**config.mk**
```make
export PLATFORM = sky130hd
export DESIGN_NAME = uart_fifo_lvl_flat
export DESIGN_NICKNAME = d
export VERILOG_FILES = /design/src/rtl/uart_fifo_lvl_pkg.sv /design/src/rtl/uart_fifo_lvl_if.sv /design/src/rtl/uart_fifo_lvl_mem.sv /design/src/rtl/uart_fifo_lvl.sv /design/src/flat_wrapper.sv
export SDC_FILE = /design/constraint.sdc
export NUM_CORES = 1
export LEC_CHECK = 0
export BUFFER_PORTS_ARGS = -buffer_cell sky130_fd_sc_hd__buf_2
export CAP_MARGIN = 0
export CORE_ASPECT_RATIO = 1.25
export CORE_MARGIN = 8
export CORE_UTILIZATION = 59
export CTS_CLUSTER_SIZE = 30
export DETAILED_ROUTE_END_ITERATION = 7
export PLACE_DENSITY_LB_ADDON = 0.05
export SYNTH_ARGS = -nofsm -noshare
export SYNTH_HDL_FRONTEND = slang
export SYNTH_HIERARCHICAL = 1
export SYNTH_SLANG_ARGS = --single-unit
```
**constraint.sdc**
```tcl
create_clock -name clk -period 5.05 [get_ports clk]
set_input_delay 0 -clock clk [delete_from_list [all_inputs] [get_ports clk]]
set_output_delay 0 -clock clk [all_outputs]
set_load 0.02 [all_outputs]
```
**src/rtl/uart_fifo_lvl_pkg.sv**
```systemverilog
// Shared constants and helpers for the UART FIFO family.
package uart_fifo_pkg;

    localparam int unsigned DefWordLength     = 8;
    localparam int unsigned DefDepth          = 16;
    localparam int unsigned DefAlmostEmptyThr = 2;

    // Width needed to hold an occupancy count of 0..depth.
    function automatic int unsigned lvl_w(input int unsigned depth);
        return $clog2(depth + 32'd1);
    endfunction

    // Advance a pointer, wrapping from depth-1 back to 0 for any depth.
    function automatic int unsigned ptr_inc(input int unsigned ptr, input int unsigned depth);
        return (ptr == depth - 32'd1) ? 32'd0 : ptr + 32'd1;
    endfunction

endpackage

```
**src/rtl/uart_fifo_lvl_if.sv**
```systemverilog
// Queue-side bus for uart_fifo_lvl: requests/data in, status and head word out.
interface uart_fifo_lvl_if #(
    parameter int unsigned WordLength = 8,
    parameter int unsigned Depth      = 16
) ();
    localparam int unsigned LvlW = uart_fifo_pkg::lvl_w(Depth);

    logic                  clr_i;
    logic                  wr_i;
    logic [WordLength-1:0] w_data_i;
    logic                  rd_i;
    logic [WordLength-1:0] r_data_o;
    logic                  empty_o;
    logic                  full_o;
    logic                  almost_empty_o;
    logic                  almost_full_o;
    logic [LvlW-1:0]       level_o;
    logic                  overflow_o;
    logic                  underflow_o;

    modport master (
        output clr_i, wr_i, w_data_i, rd_i,
        input  r_data_o, empty_o, full_o, almost_empty_o, almost_full_o,
               level_o, overflow_o, underflow_o
    );

    modport slave (
        input  clr_i, wr_i, w_data_i, rd_i,
        output r_data_o, empty_o, full_o, almost_empty_o, almost_full_o,
               level_o, overflow_o, underflow_o
    );
endinterface

```
**src/rtl/uart_fifo_lvl_mem.sv**
```systemverilog
// Storage array for uart_fifo_lvl: one synchronous write port, one asynchronous read port.
module uart_fifo_mem #(
    parameter int unsigned WordLength = 8,
    parameter int unsigned Depth      = 16
) (
    input  logic                          clk,
    input  logic                          we,
    input  logic [$clog2(Depth)-1:0]      w_addr,
    input  logic [WordLength-1:0]         w_data,
    input  logic [$clog2(Depth)-1:0]      r_addr,
    output logic [WordLength-1:0]         r_data
);
    logic [WordLength-1:0] mem [Depth];

    always_ff @(posedge clk) begin
        if (we) begin
            mem[w_addr] <= w_data;
        end
    end

    assign r_data = mem[r_addr];
endmodule

```
**src/rtl/uart_fifo_lvl.sv**
```systemverilog
// First-word fall-through FIFO with occupancy level, almost flags, flush and sticky errors.
module uart_fifo_lvl
    import uart_fifo_pkg::*;
#(
    parameter int unsigned WordLength     = DefWordLength,
    parameter int unsigned Depth          = DefDepth,
    parameter int unsigned AlmostFullThr  = Depth - 2,
    parameter int unsigned AlmostEmptyThr = DefAlmostEmptyThr
) (
    input  logic           clk,
    input  logic           rst,
    uart_fifo_lvl_if.slave bus
);
    localparam int unsigned PtrW = $clog2(Depth);
    localparam int unsigned LvlW = lvl_w(Depth);

    if (WordLength < 1) begin : g_bad_width
        $error("uart_fifo_lvl: WordLength must be >= 1");
    end
    if (Depth < 2) begin : g_bad_depth
        $error("uart_fifo_lvl: Depth must be >= 2");
    end
    if (AlmostFullThr < 1 || AlmostFullThr > Depth) begin : g_bad_af
        $error("uart_fifo_lvl: AlmostFullThr must be in 1..Depth");
    end
    if (AlmostEmptyThr > Depth - 1) begin : g_bad_ae
        $error("uart_fifo_lvl: AlmostEmptyThr must be in 0..Depth-1");
    end

    logic [PtrW-1:0] w_ptr, r_ptr, w_ptr_next, r_ptr_next;
    logic [LvlW-1:0] level, level_next;
    logic            empty, full, almost_empty, almost_full, overflow, underflow;
    logic            wr_acc, rd_acc, ovf_set, unf_set;

    // Acceptance, error detection and next occupancy; clr masks all requests.
    always_comb begin
        wr_acc     = 1'b0;
        rd_acc     = 1'b0;
        ovf_set    = 1'b0;
        unf_set    = 1'b0;
        level_next = level;
        w_ptr_next = w_ptr;
        r_ptr_next = r_ptr;
        if (bus.clr_i) begin
            level_next = '0;
            w_ptr_next = '0;
            r_ptr_next = '0;
        end else begin
            rd_acc  = bus.rd_i & ~empty;
            wr_acc  = bus.wr_i & (~full | bus.rd_i);
            ovf_set = bus.wr_i & ~wr_acc;
            unf_set = bus.rd_i & ~rd_acc;
            if (wr_acc) begin
                w_ptr_next = PtrW'(ptr_inc(32'(w_ptr), Depth));
            end
            if (rd_acc) begin
                r_ptr_next = PtrW'(ptr_inc(32'(r_ptr), Depth));
            end
            case ({wr_acc, rd_acc})
                2'b10:   level_next = level + LvlW'(1);
                2'b01:   level_next = level - LvlW'(1);
                default: level_next = level;
            endcase
        end
    end

    always_ff @(posedge clk or posedge rst) begin
        if (rst) begin
            w_ptr        <= '0;
            r_ptr        <= '0;
            level        <= '0;
            empty        <= 1'b1;
            full         <= 1'b0;
            almost_empty <= 1'b1;
            almost_full  <= 1'b0;
            overflow     <= 1'b0;
            underflow    <= 1'b0;
        end else begin
            w_ptr        <= w_ptr_next;
            r_ptr        <= r_ptr_next;
            level        <= level_next;
            empty        <= (level_next == '0);
            full         <= (level_next == LvlW'(Depth));
            almost_empty <= (level_next <= LvlW'(AlmostEmptyThr));
            almost_full  <= (level_next >= LvlW'(AlmostFullThr));
            overflow     <= bus.clr_i ? 1'b0 : (overflow | ovf_set);
            underflow    <= bus.clr_i ? 1'b0 : (underflow | unf_set);
        end
    end

    uart_fifo_mem #(
        .WordLength (WordLength),
        .Depth      (Depth)
    ) u_mem (
        .clk    (clk),
        .we     (wr_acc),
        .w_addr (w_ptr),
        .w_data (bus.w_data_i),
        .r_addr (r_ptr),
        .r_data (bus.r_data_o)
    );

    assign bus.level_o        = level;
    assign bus.empty_o        = empty;
    assign bus.full_o         = full;
    assign bus.almost_empty_o = almost_empty;
    assign bus.almost_full_o  = almost_full;
    assign bus.overflow_o     = overflow;
    assign bus.underflow_o    = underflow;
endmodule

```
**src/flat_wrapper.sv**
```systemverilog
// flat-port wrapper written by rule: the top's interface ports become plain ports
module uart_fifo_lvl_flat import uart_fifo_pkg::*;
#(
    parameter int unsigned WordLength     = DefWordLength,
    parameter int unsigned Depth          = DefDepth,
    parameter int unsigned AlmostFullThr  = Depth - 2,
    parameter int unsigned AlmostEmptyThr = DefAlmostEmptyThr
)
  (clk, rst, bus_clr_i, bus_wr_i, bus_w_data_i, bus_rd_i, bus_r_data_o, bus_empty_o, bus_full_o, bus_almost_empty_o, bus_almost_full_o, bus_level_o, bus_overflow_o, bus_underflow_o);
  uart_fifo_lvl_if #(.WordLength(WordLength), .Depth(Depth)) bus_i ();
  input  logic clk;
  input  logic rst;
  input wire logic [$bits(bus_i.clr_i)-1:0] bus_clr_i;
  input wire logic [$bits(bus_i.wr_i)-1:0] bus_wr_i;
  input wire logic [$bits(bus_i.w_data_i)-1:0] bus_w_data_i;
  input wire logic [$bits(bus_i.rd_i)-1:0] bus_rd_i;
  output wire logic [$bits(bus_i.r_data_o)-1:0] bus_r_data_o;
  output wire logic [$bits(bus_i.empty_o)-1:0] bus_empty_o;
  output wire logic [$bits(bus_i.full_o)-1:0] bus_full_o;
  output wire logic [$bits(bus_i.almost_empty_o)-1:0] bus_almost_empty_o;
  output wire logic [$bits(bus_i.almost_full_o)-1:0] bus_almost_full_o;
  output wire logic [$bits(bus_i.level_o)-1:0] bus_level_o;
  output wire logic [$bits(bus_i.overflow_o)-1:0] bus_overflow_o;
  output wire logic [$bits(bus_i.underflow_o)-1:0] bus_underflow_o;
  assign bus_i.clr_i = bus_clr_i;
  assign bus_i.wr_i = bus_wr_i;
  assign bus_i.w_data_i = bus_w_data_i;
  assign bus_i.rd_i = bus_rd_i;
  assign bus_r_data_o = bus_i.r_data_o;
  assign bus_empty_o = bus_i.empty_o;
  assign bus_full_o = bus_i.full_o;
  assign bus_almost_empty_o = bus_i.almost_empty_o;
  assign bus_almost_full_o = bus_i.almost_full_o;
  assign bus_level_o = bus_i.level_o;
  assign bus_overflow_o = bus_i.overflow_o;
  assign bus_underflow_o = bus_i.underflow_o;
  uart_fifo_lvl #(.WordLength(WordLength), .Depth(Depth), .AlmostFullThr(AlmostFullThr), .AlmostEmptyThr(AlmostEmptyThr)) u_core (.clk(clk), .rst(rst), .bus(bus_i));
endmodule
```
======== Word level (Yosys, flattened, before mapping) ========
Memory sizes are Yosys's and may differ from the RTL's.
Cells that the tools add are included.
word-level totals
  bits in registers ....................... 19
  latch bits .............................. 0
  memory bits (writable) .................. 128
  memory bits (read-only) ................. 0
  input port bits ......................... 13
  output and inout bits ................... 19
  logic and storage cells ................. 50
  memories ................................ 1
memories
  memory            words  width  read ports  clocked after Yosys merged registers in  wr ports  RTL line                 RTL
  u_core.u_mem.mem  16     8      1           0                                        1         uart_fifo_lvl_mem.sv:13  logic [WordLength-1:0] mem [Depth];
cells by class
  add/subtract/negate cells ............... 4
  multipliers ............................. 0
  div/mod/pow operators ................... 0
  $lt $le $gt $ge ......................... 2
  equality and inequality tests ........... 5
  shift-type cells ........................ 0
  multiplexer cells ....................... 15
  bitwise gates (word level) .............. 11
  reduce and logical (&&, ||, !) cells .... 3
operators with widths
  kind                                                                                 number
  4-bit two-way mux                                                                    6
  5-bit one-hot mux with 2 select lines                                                1
  4-bit by 1-bit adder with 4-bit output, second input constant                        2
  4-bit equality test, second input constant                                           2
  1-bit two-way mux                                                                    7
  5-bit by 1-bit adder with 5-bit output, second input constant                        1
  5-bit equality test, second input constant                                           1
  5-bit by 4-bit greater-or-equal comparator with 1-bit output, second input constant  1
  5-bit by 2-bit less-or-equal comparator with 1-bit output, second input constant     1
  5-bit zero test                                                                      1
  5-bit two-way mux                                                                    1
  5-bit by 1-bit subtractor with 5-bit output, second input constant                   1
  1-bit AND                                                                            4
  1-bit NOT                                                                            4
  2-bit nonzero test                                                                   2
  1-bit bitwise OR                                                                     3
  2-bit by 1-bit equality test with 1-bit output, second input constant                1
  2-bit equality test, second input constant                                           1

======== Depth between registers and ports, before layout ========
  depth after elaboration ................. 8
  gate-level depth with buffers ........... 12
  gate-level depth less buffers ........... 11

======== Cells and area by module ========
The synthesis kept the hierarchy.
by module, submodules not included
  module         times used  cells each  area each (um2)  seq. area each (um2)
  uart_fifo_mem  1           221         4987.3           3843.7
  uart_fifo_lvl  1           113         1099.8           478.0

======== Least setup slack after synthesis ========
Ideal clock, no wire load.
  kind .................................... reg2reg
  start point ............................. register u_core.empty (netlist: u_core/bus.empty_o)
  end point ............................... register u_core.full (netlist: u_core/bus.full_o)
  library setup time ...................... 0.094 ns
  arrival ................................. 2.452 ns
  required time ........................... 4.956 ns
  setup slack ............................. 2.504 ns
  stages on the path, launching flop included .. 12
  clock period less this slack ............ 2.546 ns
  cells stage by stage .................... dfstp_2 -> nand2b_1 -> inv_1 -> ha_1 -> buf_6 -> xor2_1 -> ha_1 -> a21oi_2 -> mux2i_2 -> xor2_2 -> nand2_2 -> nor4b_4
on the way
  longest elaborated chain between the ends .. 6
  elaborated cells between the ends (all ways) .. 7
  those cells by class .................... 3 x eq/ne; 2 x mux; 2 x bitwise
ends and longest elaborated chain
  item                                                                                   RTL line             RTL
  start: declaration                                                                     uart_fifo_lvl.sv:32  logic empty, full, almost_empty, almost_full, overflow, underflow;
  start signal: assignment                                                               uart_fifo_lvl.sv:82  empty <= (level_next == '0);
  1-bit NOT *                                                                            uart_fifo_lvl.sv:49  rd_acc = bus.rd_i & ~empty;
  1-bit AND *                                                                            uart_fifo_lvl.sv:49
  2-bit by 1-bit equality test with 1-bit output or 2-bit equality test (tied branches)  uart_fifo_lvl.sv:59  case ({wr_acc, rd_acc})
  5-bit one-hot mux with 2 select lines *                                                uart_fifo_lvl.sv:59
  5-bit two-way mux *                                                                    uart_fifo_lvl.sv:44  if (bus.clr_i) begin
  5-bit equality test *                                                                  uart_fifo_lvl.sv:83  full <= (level_next == LvlW'(Depth));
  end signal: assignment                                                                 uart_fifo_lvl.sv:83
  end: declaration                                                                       uart_fifo_lvl.sv:32
Every way passes the cells marked *; elsewhere a longest branch is shown, timed or not.
A chain may end at the register's enable or synchronous reset.

======== Worst setup path in the final report ========
Same ends and word-level chain as after synthesis.

==> out/qor.txt <==
proportion of synthesized area in mux cells: 12.93%
TritonCTS Buffers: 17
reg-to-reg slack, setup: 2350 ps
setup ws final: 2354 ps
mean number of vias per cell: 6.015
area of the multi-input gates: 1619 sq um
top-count cell post-synth: edfxtp_1
Max-Cap Viols: 0
synth warn: 6
CTS tree: built
Post-synth EDFFs: 128
crit-path cells: nand2b_1, inv_1, ha_1, xor2_1, ha_1, a21oi_2, mux2i_2, xor2_2, nand2_2, nor4b_4
simple-gate portion of the synthesized area: 6.269%
Total GRT Usage: 18.33%
pin count of the biggest net entering global routing: 38
clock group share of total power: 39.0%
CTS resizes: 0
Clock Path Buffers: 2
Period Utilization, post-route: 53.38%
IO buf count: 31
top post-synthesis cells by area: edfxtp_1, dfrtp_1, mux4_2
Clock Latency Late Sink: 400 ps
Main synth FF type: edfxtp_1
RSZ-0062 raised after global routing: false
slew at the pin with the worst max-slew slack: 1021 ps
Root Buffer: clkbuf_16
vias: 3164
gpl congestion: 0.8097
Compound-Gate Fraction of Synth Area: 4.625%
P_leak: 2.406 nW
Min-Delay Path Class: primary input to async pin
clk slew on worst S/H paths: 60 ps
row count: 41
CP dominant cell by count: ha_1
first-pass GRT wire length: 18.32 mm
First-pass DRT Iterations: 4
post-synthesis adder-cell area fraction: 1.028%
pre-CTS setup slack: 2379 ps
startpoint types: flop
fillers: 697
post-synth net total: 352
DP Area: 6300 sq um
Sequential Area: 4323 sq um
share of cells above drive strength 1: 23.68%
Final #Nets: 402
Ant. Diodes: 0
combinational share of power: 12.3%
Setup CP Type: flop to flop
Psw: 0.0006808 W
Die Width: 106.9 microns
IR drop worst, VDD: 0.0003214 V
critical path data arrival time: 3010 ps
Mapped Area: 6087 sq um
Die H: 129.6 microns
commonest cells in the netlist: edfxtp_1, nor2_1, nand2_1, mux4_2, dfrtp_1
required time of the critical path: 5370 ps
xor/xnor share of the synthesized area: 1.665%
max incr delay on CP: 530 ps
DRT antenna net count: 0
Slew Limit Headroom: 31.43%
Congestion Overflow GR: 0
Seq cells post-synth: 147
clock tree sinks: 147
Mapped Cells: 334
vias in the first global route: 3277
half-perimeter wire length after placement: 7.399 mm
PwrDens: 410.2 nW/um^2
initial antenna violation count: 0
WL/cell: 22.41 microns
Worst setup EP type: flop
clk_skew: 4.031 ps
status: finished, final reports clean
setup_tns: 0 ps
post-route cell area: 6958 sq um
Switching Share: 23.86%
count of pins over their slew limit: 0
internal power: 0.002173 W
Core Region: 10050 sq um
Setup-failing EPs final: 0
min cycle time layout: 2696 ps
mean post-synth cell area: 18.22 sq um
Detailed Route Iter0 Violations: 257
final wirelength: 11.79 mm
fmax: 371.0 MHz
post-synth top area share: 63.14%
H-tree levels: 4
Initial Util: 60.54%
Synth cell types: 42
number of remaining DRC errors: 0
crit-path max FO: 8
Seq/Total Area, Yosys: 71.00%
Hold Vio Cnt, Final: 0
P&R area growth vs syn: 14.31%
die area: 13840 sq um
Critical Path Slowest Stage Cell: dfstp_2
Final Util: 69.20%
largest family of logic cells by synthesized area: multiplexers
io pins: 32
ys async rst share: 12.93%
Yosys top cell by area: edfxtp_1
Flop pwr share: 48.7%
final hold slack: 264.4 ps
## metal layers
layer  vias up  wire (microns)  global-route usage (%)
li1       1434               -                       -
met1      1621            4979                   22.54
met2       102            6173                   30.63
met3         7             538                   4.769
met4         0              99                   6.722
met5         -               0                       0
## power groups by stage
stage / Combinational, W / Clock [W] / Sequential (W)
detailed placement: 0.000346 / 0 / 0.00141
global route: 0.000386 / 0.00119 / 0.00139
global placement: 0.000342 / 0 / 0.00141
CTS: 0.000356 / 0.00114 / 0.00139
finish: 0.000350 / 0.00111 / 0.00139
floorplan: 0.000257 / 0 / 0.00142
## path summary, 6_finish.rpt
check / from / end / cells after the start
worst max-delay path: u_core/bus.empty_o / u_core/bus.full_o / 10
worst min-delay path: rst / u_core/w_ptr[3] / 3
worst max register to register: u_core/bus.empty_o / u_core/bus.full_o / 10
worst min register to register: u_core/bus.overflow_o / u_core/bus.overflow_o / 2
max in group asynchronous: rst / u_core/r_ptr[0] / 3
min in group clk: bus_wr_i / u_core/w_ptr[1] / 4
## final cells by class
cell class,instances,share of cell area (%)
tap,129,2.320
multi-input combinational,167,23.27
sequential,147,62.13
clock inverter,12,1.313
inverter,3,0.1618
clock buffer,20,6.276
timing repair buffer,48,4.532
## per-stage QoR
step,std cells,power [W]
CTS,526,0.002883
floorplan,334,0.001677
finish,526,0.002854
global route,526,0.002969
global placement,481,0.001753
detailed placement,481,0.001758
## registers in the layout, indices dropped and copies added, names as in the netlist
signal	flops
u_core/bus.empty_o	1
u_core/bus.almost_empty_o	1
u_core/bus.overflow_o	1
u_core/bus.full_o	1
u_core/w_ptr	4
u_core/bus.almost_full_o	1
u_core/u_mem/mem	128
u_core/bus.level_o	5
u_core/bus.underflow_o	1
u_core/r_ptr	4
## worst max-delay path, delay by kind of cell (launching register included)
kind	cells	cell delay (ps)
compound gates	1	150
xor+xnor	2	460
fa+ha+maj	2	570
buf+inv	1	110
flops	1	530
mux	1	320
simple gates	3	450
## cell usage in the layout, fill, tap and decap left out, types with 2 or more instances in the layout
master / Yosys / layout
dlygate4sd3_1: 0 / 13
a22oi_1: 16 / 16
o21ai_0: 3 / 3
inv_1: 3 / 3
ha_1: 5 / 5
mux4_1: 14 / 14
xor2_2: 2 / 2
buf_4: 2 / 4
nor3_1: 6 / 5
buf_2: 4 / 31
clkbuf_1: 2 / 3
dfstp_2: 2 / 2
nand3_1: 5 / 5
nor2_1: 28 / 28
nand2_1: 22 / 22
a31oi_1: 3 / 3
edfxtp_1: 128 / 128
clkbuf_16: 0 / 17
nand3b_1: 2 / 2
clkinvlp_4: 0 / 2
nand2b_1: 5 / 5
mux4_2: 18 / 18
nor2b_1: 3 / 3
a21oi_1: 11 / 11
or3_1: 2 / 2
clkinv_2: 0 / 6
xor2_1: 5 / 5
a41o_1: 2 / 2
dfrtp_1: 17 / 16
clkinv_1: 0 / 2
## what timing repair did
action | CTS | global route
hold endpoints to repair | 157 | 0
buffers inserted | 0 | 0
hold buffers | 13 | 0
## logic make-up after synthesis
logic type | after synthesis
flops | 147
simple gates | 79
compound gates | 41
mux | 33
buf+inv | 20
xor+xnor | 9
fa+ha+maj | 5
Power figures use the tool's default switching activity.
